[config.mk]
export PLATFORM = sky130hd
export DESIGN_NAME = cache_refill_ctrl_flat
export DESIGN_NICKNAME = d
export VERILOG_FILES = /design/src/rtl/cache_refill_ctrl_pkg.sv /design/src/rtl/cache_refill_ctrl_if.sv /design/src/rtl/cache_refill_ctrl_refill_line_buf.sv /design/src/rtl/cache_refill_ctrl.sv /design/src/flat_wrapper.sv
export SDC_FILE = /design/constraint.sdc
export NUM_CORES = 2
export LEC_CHECK = 0
export ABC_CLOCK_PERIOD_IN_PS = 3400
export BUFFER_PORTS_ARGS = -buffer_cell sky130_fd_sc_hd__buf_2
export CORE_AREA = 3 3 462 464
export DETAILED_ROUTE_END_ITERATION = 8
export DIE_AREA = 0 0 465 467
export PLACE_DENSITY_LB_ADDON = 0.3
export SYNTH_ARGS = -nofsm -noshare
export SYNTH_HDL_FRONTEND = slang
export SYNTH_HIERARCHICAL = 1
export SYNTH_SLANG_ARGS = --single-unit
[constraint.sdc]
create_clock -name clk -period 3.4 [get_ports clk]
set_input_delay 0.17 -clock clk [delete_from_list [all_inputs] [get_ports clk]]
set_output_delay 0.17 -clock clk [all_outputs]
set_load 0.02 [all_outputs]
[src/rtl/cache_refill_ctrl_pkg.sv]
// Shared constants, state encoding and address/word helpers for the cache refill controller.
package cache_refill_ctrl_pkg;

  localparam int LINE_WORDS = 16;
  localparam int WORD_W     = 32;
  localparam int LINE_W     = LINE_WORDS * WORD_W;
  localparam int ADDR_W     = 32;
  localparam int BEAT_W     = $clog2(LINE_WORDS);

  localparam logic [BEAT_W-1:0] LAST_BEAT = BEAT_W'(LINE_WORDS - 1);

  localparam logic RST_ACTIVE = 1'b0;
  localparam logic TRUE       = 1'b1;
  localparam logic FALSE      = 1'b0;

  typedef enum logic [2:0] {
    S_IDLE,
    S_ACK,
    S_WB_REQ,
    S_WB_WAIT,
    S_RD_REQ,
    S_RD_WAIT,
    S_FILL
  } state_t;

  function automatic logic [ADDR_W-1:0] beat_addr(input logic [ADDR_W-1:0] base,
                                                  input logic [BEAT_W-1:0] beat);
    return base + ADDR_W'({beat, 2'b00});
  endfunction

  function automatic logic [WORD_W-1:0] line_word(input logic [LINE_W-1:0] line,
                                                  input logic [BEAT_W-1:0] beat);
    return line[WORD_W*beat +: WORD_W];
  endfunction

endpackage

[src/rtl/cache_refill_ctrl_if.sv]
// Cache-side miss/writeback/fill signals and the word-serial memory bus of the refill controller.
interface cache_refill_ctrl_if;
  import cache_refill_ctrl_pkg::*;

  logic              miss;
  logic [ADDR_W-1:0] miss_addr;
  logic              accept;
  logic              wen_back;
  logic [ADDR_W-1:0] waddr;
  logic [LINE_W-1:0] wback;
  logic              fin;
  logic              wen_fill;
  logic [LINE_W-1:0] wfill;
  logic              mem_req;
  logic              mem_wr;
  logic [ADDR_W-1:0] mem_addr;
  logic [WORD_W-1:0] mem_wdata;
  logic              mem_addr_ok;
  logic              mem_data_ok;
  logic [WORD_W-1:0] mem_rdata;

  // master: the refill controller; slave: the cache plus memory bridge around it
  modport master (
    input  miss, miss_addr, wen_back, waddr, wback, mem_addr_ok, mem_data_ok, mem_rdata,
    output accept, fin, wen_fill, wfill, mem_req, mem_wr, mem_addr, mem_wdata
  );

  modport slave (
    output miss, miss_addr, wen_back, waddr, wback, mem_addr_ok, mem_data_ok, mem_rdata,
    input  accept, fin, wen_fill, wfill, mem_req, mem_wr, mem_addr, mem_wdata
  );

endinterface

[src/rtl/cache_refill_ctrl_refill_line_buf.sv]
// 16x32 line buffer: word-at-a-time assembly by beat index, or a whole-line load.
module refill_line_buf
  import cache_refill_ctrl_pkg::*;
(
  input  logic              clk,
  input  logic              line_we,
  input  logic [LINE_W-1:0] line_in,
  input  logic              word_we,
  input  logic [BEAT_W-1:0] beat,
  input  logic [WORD_W-1:0] word_in,
  output logic [LINE_W-1:0] line_out
);

  logic [LINE_W-1:0] line_q;

  // A whole-line load wins over a single word write.
  always_ff @(posedge clk) begin
    if (line_we) begin
      line_q <= line_in;
    end else if (word_we) begin
      line_q[WORD_W*beat +: WORD_W] <= word_in;
    end
  end

  assign line_out = line_q;

endmodule

[src/rtl/cache_refill_ctrl.sv]
// Cache line refill/writeback controller over a word-serial memory bus.
// Define CACHE_WRITEBACK_EN for the data-cache build with dirty-line writeback.
module cache_refill_ctrl
  import cache_refill_ctrl_pkg::*;
(
  input  logic                clk,
  input  logic                rst,
  cache_refill_ctrl_if.master bus
);

  state_t            state;
  logic [BEAT_W-1:0] beat;
  logic [BEAT_W-1:0] beat_nxt;
  logic [ADDR_W-1:0] line_addr;
  logic [LINE_W-1:0] rd_line;
  logic              rd_we;

  assign beat_nxt = beat + 1'b1;
  assign rd_we    = (state == S_RD_WAIT) && bus.mem_data_ok;

  refill_line_buf u_rd_buf (
    .clk      (clk),
    .line_we  (FALSE),
    .line_in  ('0),
    .word_we  (rd_we),
    .beat     (beat),
    .word_in  (bus.mem_rdata),
    .line_out (rd_line)
  );

`ifdef CACHE_WRITEBACK_EN
  logic              wb_valid;
  logic              wb_cap;
  logic [ADDR_W-1:0] wb_addr;
  logic [LINE_W-1:0] wb_line;
  logic              fin_q;
  logic              mem_wr_q;

  // Any writeback offered while idle replaces the buffered one.
  assign wb_cap = (state == S_IDLE) && bus.wen_back;

  refill_line_buf u_wb_buf (
    .clk      (clk),
    .line_we  (wb_cap),
    .line_in  (bus.wback),
    .word_we  (FALSE),
    .beat     (beat),
    .word_in  ('0),
    .line_out (wb_line)
  );

  assign bus.fin    = fin_q;
  assign bus.mem_wr = mem_wr_q;
`else
  assign bus.fin       = FALSE;
  assign bus.mem_wr    = FALSE;
  assign bus.mem_wdata = '0;
`endif

  always_ff @(posedge clk) begin
    if (rst == RST_ACTIVE) begin
      state        <= S_IDLE;
      beat         <= '0;
      bus.accept   <= FALSE;
      bus.wen_fill <= FALSE;
      bus.mem_req  <= FALSE;
      bus.mem_addr <= '0;
      bus.wfill    <= '0;
`ifdef CACHE_WRITEBACK_EN
      wb_valid      <= FALSE;
      fin_q         <= FALSE;
      mem_wr_q      <= FALSE;
      bus.mem_wdata <= '0;
`endif
    end else begin
      bus.accept   <= FALSE;
      bus.wen_fill <= FALSE;
`ifdef CACHE_WRITEBACK_EN
      fin_q        <= FALSE;
`endif
      unique case (state)
        S_IDLE: begin
`ifdef CACHE_WRITEBACK_EN
          if (bus.wen_back) begin
            wb_valid <= TRUE;
            wb_addr  <= bus.waddr;
          end
`endif
          if (bus.miss) begin
            line_addr  <= bus.miss_addr;
            bus.accept <= TRUE;
            state      <= S_ACK;
          end
        end

        // Request outputs are loaded one cycle ahead so they are registered and stable.
        S_ACK: begin
          beat        <= '0;
          bus.mem_req <= TRUE;
`ifdef CACHE_WRITEBACK_EN
          if (wb_valid) begin
            mem_wr_q      <= TRUE;
            bus.mem_addr  <= wb_addr;
            bus.mem_wdata <= line_word(wb_line, '0);
            state         <= S_WB_REQ;
          end else begin
            mem_wr_q     <= FALSE;
            bus.mem_addr <= line_addr;
            state        <= S_RD_REQ;
          end
`else
          bus.mem_addr <= line_addr;
          state        <= S_RD_REQ;
`endif
        end

`ifdef CACHE_WRITEBACK_EN
        S_WB_REQ: begin
          if (bus.mem_addr_ok) begin
            bus.mem_req <= FALSE;
            state       <= S_WB_WAIT;
          end
        end

        S_WB_WAIT: begin
          if (bus.mem_data_ok) begin
            bus.mem_req <= TRUE;
            if (beat == LAST_BEAT) begin
              fin_q        <= TRUE;
              wb_valid     <= FALSE;
              beat         <= '0;
              mem_wr_q     <= FALSE;
              bus.mem_addr <= line_addr;
              state        <= S_RD_REQ;
            end else begin
              beat          <= beat_nxt;
              bus.mem_addr  <= beat_addr(wb_addr, beat_nxt);
              bus.mem_wdata <= line_word(wb_line, beat_nxt);
              state         <= S_WB_REQ;
            end
          end
        end
`endif

        S_RD_REQ: begin
          if (bus.mem_addr_ok) begin
            bus.mem_req <= FALSE;
            state       <= S_RD_WAIT;
          end
        end

        // The last word bypasses the buffer so the fill pulse carries the complete line.
        S_RD_WAIT: begin
          if (bus.mem_data_ok) begin
            if (beat == LAST_BEAT) begin
              beat         <= '0;
              bus.wen_fill <= TRUE;
              bus.wfill    <= {bus.mem_rdata, rd_line[LINE_W-WORD_W-1:0]};
              state        <= S_FILL;
            end else begin
              beat         <= beat_nxt;
              bus.mem_req  <= TRUE;
              bus.mem_addr <= beat_addr(line_addr, beat_nxt);
              state        <= S_RD_REQ;
            end
          end
        end

        S_FILL: begin
          state <= S_IDLE;
        end

        default: begin
          bus.mem_req <= FALSE;
          state       <= S_IDLE;
        end
      endcase
    end
  end

endmodule

[src/flat_wrapper.sv]
// flat-port wrapper written by rule: the top's interface ports become plain ports
module cache_refill_ctrl_flat import cache_refill_ctrl_pkg::*;
  (clk, rst, bus_miss, bus_miss_addr, bus_wen_back, bus_waddr, bus_wback, bus_mem_addr_ok, bus_mem_data_ok, bus_mem_rdata, bus_accept, bus_fin, bus_wen_fill, bus_wfill, bus_mem_req, bus_mem_wr, bus_mem_addr, bus_mem_wdata);
  cache_refill_ctrl_if bus_i ();
  input  logic clk;
  input  logic rst;
  input wire logic [$bits(bus_i.miss)-1:0] bus_miss;
  input wire logic [$bits(bus_i.miss_addr)-1:0] bus_miss_addr;
  input wire logic [$bits(bus_i.wen_back)-1:0] bus_wen_back;
  input wire logic [$bits(bus_i.waddr)-1:0] bus_waddr;
  input wire logic [$bits(bus_i.wback)-1:0] bus_wback;
  input wire logic [$bits(bus_i.mem_addr_ok)-1:0] bus_mem_addr_ok;
  input wire logic [$bits(bus_i.mem_data_ok)-1:0] bus_mem_data_ok;
  input wire logic [$bits(bus_i.mem_rdata)-1:0] bus_mem_rdata;
  output wire logic [$bits(bus_i.accept)-1:0] bus_accept;
  output wire logic [$bits(bus_i.fin)-1:0] bus_fin;
  output wire logic [$bits(bus_i.wen_fill)-1:0] bus_wen_fill;
  output wire logic [$bits(bus_i.wfill)-1:0] bus_wfill;
  output wire logic [$bits(bus_i.mem_req)-1:0] bus_mem_req;
  output wire logic [$bits(bus_i.mem_wr)-1:0] bus_mem_wr;
  output wire logic [$bits(bus_i.mem_addr)-1:0] bus_mem_addr;
  output wire logic [$bits(bus_i.mem_wdata)-1:0] bus_mem_wdata;
  assign bus_i.miss = bus_miss;
  assign bus_i.miss_addr = bus_miss_addr;
  assign bus_i.wen_back = bus_wen_back;
  assign bus_i.waddr = bus_waddr;
  assign bus_i.wback = bus_wback;
  assign bus_i.mem_addr_ok = bus_mem_addr_ok;
  assign bus_i.mem_data_ok = bus_mem_data_ok;
  assign bus_i.mem_rdata = bus_mem_rdata;
  assign bus_accept = bus_i.accept;
  assign bus_fin = bus_i.fin;
  assign bus_wen_fill = bus_i.wen_fill;
  assign bus_wfill = bus_i.wfill;
  assign bus_mem_req = bus_i.mem_req;
  assign bus_mem_wr = bus_i.mem_wr;
  assign bus_mem_addr = bus_i.mem_addr;
  assign bus_mem_wdata = bus_i.mem_wdata;
  cache_refill_ctrl u_core (.clk(clk), .rst(rst), .bus(bus_i));
endmodule
==> results.md <==
Timing:
- Measured against its own limit, the worst slew margin works out to 28.9%.
- At the pin with the least slew margin, the transition time is 1.07 ns.
- Adding up every negative setup slack in the final design gives 0 ns.
- The final period utilization is 91.0%.
- Timing would allow up to 323 MHz.
- The number of hold violations in the final report was 0.
- On the final layout, the worst clock skew is 0.0546 ns.
- Setup repair after global routing left no endpoint under its margin.
- The total of endpoints with negative setup slack in the final report is 0.
- The shortest clock period the worst path allows after layout is 3.09 ns.
- The final-report max-slew violation count is 0.

Placed design:
- The count of buffers from port buffering is 615.
- Once placement finished, the instance area stood at 0.0497 mm^2.
- The routability congestion estimate is 0.776.
- Detailed placement finished with a half-perimeter wire length of 117000 um.

Cells and area:
- The ratio of cells with drive above 1 in the final layout is 18.9%.
- The area overhead of the layout relative to synthesis is 31.4%.
- The finished cells cover 0.0546 mm^2.
- The number of nets in the layout is 5695.

Synth:
- The average instance in the mapped netlist occupies 10.3 um^2.
- Summing every instance area after synthesis gives 0.0416 mm^2.
- The count of yosys warnings during synthesis is 6.
- The number of cells produced by synthesis is 4027.

Floorplan:
- The total number of placement rows is 168.
- The die outline height is 467 um.
- The I/O pin count is 1195.
- The region available for standard cell placement spans 0.210 mm^2.
- The starting utilization of the core area is 19.8%.
- The horizontal die dimension is 465 um.
- The floorplan step defined a die boundary enclosing 0.217 mm^2.

Pwr:
- The peak supply drop is 0.380 mV.
- For this design the static power due to leakage is 20.1 nW.
- The total power is 29.5 mW.
- Power spread over the standard cell area amounts to 540 mW/mm^2.

Hold path:
- The path with the worst hold slack has its endpoint at u_core/line_addr[6].
- Along the worst hold path, the cell count comes to 2.
- The startpoint of the worst hold path is bus_miss_addr[6].
- The worst min-delay path class is input pin to flip-flop.

Clocking:
- The maximum buffer depth of the clock tree is 3.
- The post-CTS clock slew at the launch and capture registers of the worst setup and hold paths is 0.06 ns.
- The H-tree was split into 3 levels.
- The cell at the root of the clock tree is sky130_fd_sc_hd__clkbuf_16.
- The number of CTS-inserted buffers is 119.
- The number of buffers added for setup after CTS is 0.
- After clock tree synthesis, the flow added hold-fix buffers numbering 69.
- The number of gates resized after CTS was 0.
- The clock net in this run drives a total of 1066 sinks.
- At the later pin of the worst-skew pair, clock insertion delay measures 0.75 ns.
- TritonCTS built the clock tree.

Job:
- Max-cap violations in this run came to 0.

Routing:
- The final wirelength is 176000 um.
- After the first detailed-routing iteration, the DRC count stood at 2654.
- The total iterations of the first detailed-routing run is 5.
- The average wire length per cell after detail routing is 22.0 um.
- In the routed layout, each cell is associated on average with a via count of 4.21.
- The final antenna-violating net count is 0.
- The number of remaining DRC errors is 0.
- The routed layout has 33637 vias.

Global routing:
- The largest net degree at the start of global routing is 562.
- The first global-routing pass estimated 243000 um of wire.
- The total congestion overflow after global routing is 0.
- The number of global-route vias before repair is 31740.
- Global routing used 15.6% of the available tracks.
- The initial antenna violation count is 14.

Worst setup path:
- The critical path capture point type is a flip-flop.
- The endpoint identified for the worst register-to-register timing path is u_core/u_rd_buf/line_out[210].
- The arrival time at the worst endpoint is 3.47 ns.
- By startpoint and endpoint, the worst setup path is classified as flip-flop to flip-flop.
- The worst setup path is launched from a flip-flop.
- For the worst flop-to-flop path, the logic depth is 6.
- Data on the critical path is required at its endpoint by 3.78 ns.
- The worst-case register-to-register setup slack is 0.31 ns.
- The launch point of the worst reg-to-reg path is u_core/beat[0].
- The largest fanout on the critical path is 28.

Run status:
- The flow ran to the end, and the final reports show no timing, DRC or antenna violations.
## state kept, by name, summed over array words and instances, names as in the netlist
signal                    cells
u_core/line_addr             32
u_core/u_rd_buf/line_out    480
u_core/bus.mem_addr          32
u_core/bus.wfill            512
u_core/beat                   4
u_core/bus.mem_req            1
u_core/bus.wen_fill           1
u_core/state                  3
u_core/bus.accept             1
## placed cells by master, fill, tap and decap left out, types with 18 or more instances in the layout
| cell type | instances |
|---|---|
| sky130_fd_sc_hd__clkinv_2 | 22 |
| sky130_fd_sc_hd__o21ai_0 | 154 |
| sky130_fd_sc_hd__a21oi_1 | 540 |
| sky130_fd_sc_hd__xnor2_1 | 27 |
| sky130_fd_sc_hd__dlygate4sd3_1 | 69 |
| sky130_fd_sc_hd__conb_1 | 518 |
| sky130_fd_sc_hd__clkbuf_16 | 124 |
| sky130_fd_sc_hd__a32o_1 | 224 |
| sky130_fd_sc_hd__edfxtp_1 | 512 |
| sky130_fd_sc_hd__buf_12 | 37 |
| sky130_fd_sc_hd__nor2_1 | 24 |
| sky130_fd_sc_hd__buf_4 | 96 |
| sky130_fd_sc_hd__dfxtp_1 | 554 |
| sky130_fd_sc_hd__nand3_1 | 44 |
| sky130_fd_sc_hd__o31ai_1 | 96 |
| sky130_fd_sc_hd__clkbuf_8 | 18 |
| sky130_fd_sc_hd__buf_2 | 615 |
| sky130_fd_sc_hd__nand2_1 | 1262 |
| sky130_fd_sc_hd__a22o_1 | 32 |
| sky130_fd_sc_hd__clkbuf_1 | 26 |
## routing by layer
| layer | part of all wire (%) | vias to the layer above | GRT usage, % |
|---|---|---|---|
| li1 | - | 15820 | - |
| met1 | 48 | 16379 | 22.6 |
| met2 | 42 | 1260 | 22.7 |
| met3 | 8.2 | 178 | 3.83 |
| met4 | 2.3 | 0 | 4.27 |
| met5 | 0 | - | 0 |
## per-stage QoR
| stage | utilization, % | hold slack [ns] | setup WS (ns) | instances |
|---|---|---|---|---|
| finish | 26.1 | 0.129 | 0.308 | 7994 |
| global route | 26.1 | 0.0804 | 0.113 | 7986 |
| CTS | 26.1 | 0.0369 | 0.236 | 7985 |
| detailed placement | 23.7 | 0.348 | 0.310 | 7688 |
| global placement | 23.7 | 0.347 | 0.348 | 7688 |
| floorplan | - | 0.269 | 0.236 | 4544 |
## how the worst max path moves through the flow
stage                    from                       endpoint  slack [ns]
2_1_floorplan  u_core/beat[0]  u_core/u_rd_buf/line_out[192]        0.24
3_3_place_gp   u_core/beat[0]  u_core/u_rd_buf/line_out[221]        0.35
3_5_place_dp   u_core/beat[0]  u_core/u_rd_buf/line_out[213]        0.31
4_1_cts        u_core/beat[0]  u_core/u_rd_buf/line_out[217]        0.24
5_1_grt        u_core/beat[0]  u_core/u_rd_buf/line_out[402]        0.11
6_report       u_core/beat[0]  u_core/u_rd_buf/line_out[210]        0.31
## area by class of cell
| type | instances | area, um^2 |
|---|---|---|
| diodes | 9 | 22.5 |
| clock buffers | 168 | 3450 |
| clock inverters | 60 | 749 |
| fillers | 22420 | 155000 |
| inverters | 13 | 56.3 |
| multi-input cells | 3056 | 15200 |
| flip-flops and latches | 1066 | 26500 |
| well taps | 2805 | 3510 |
| repair buffers | 817 | 5230 |
## power breakdown
part	switching [mW]	internal (mW)	leakage, nW
sequential	0.197	14.1	9.40
combinational	1.13	0.477	8.69
clock	5.59	8.03	2.06
## critical path, stage by stage, from the launching register on
cell	delay, ns
sky130_fd_sc_hd__dfxtp_1	0.67
sky130_fd_sc_hd__inv_1	0.13
sky130_fd_sc_hd__ha_1	0.44
sky130_fd_sc_hd__inv_1	0.20
sky130_fd_sc_hd__a2111oi_1	0.48
sky130_fd_sc_hd__a41o_2	0.47
sky130_fd_sc_hd__buf_12	0.26
(Power assumes the default switching activity.)
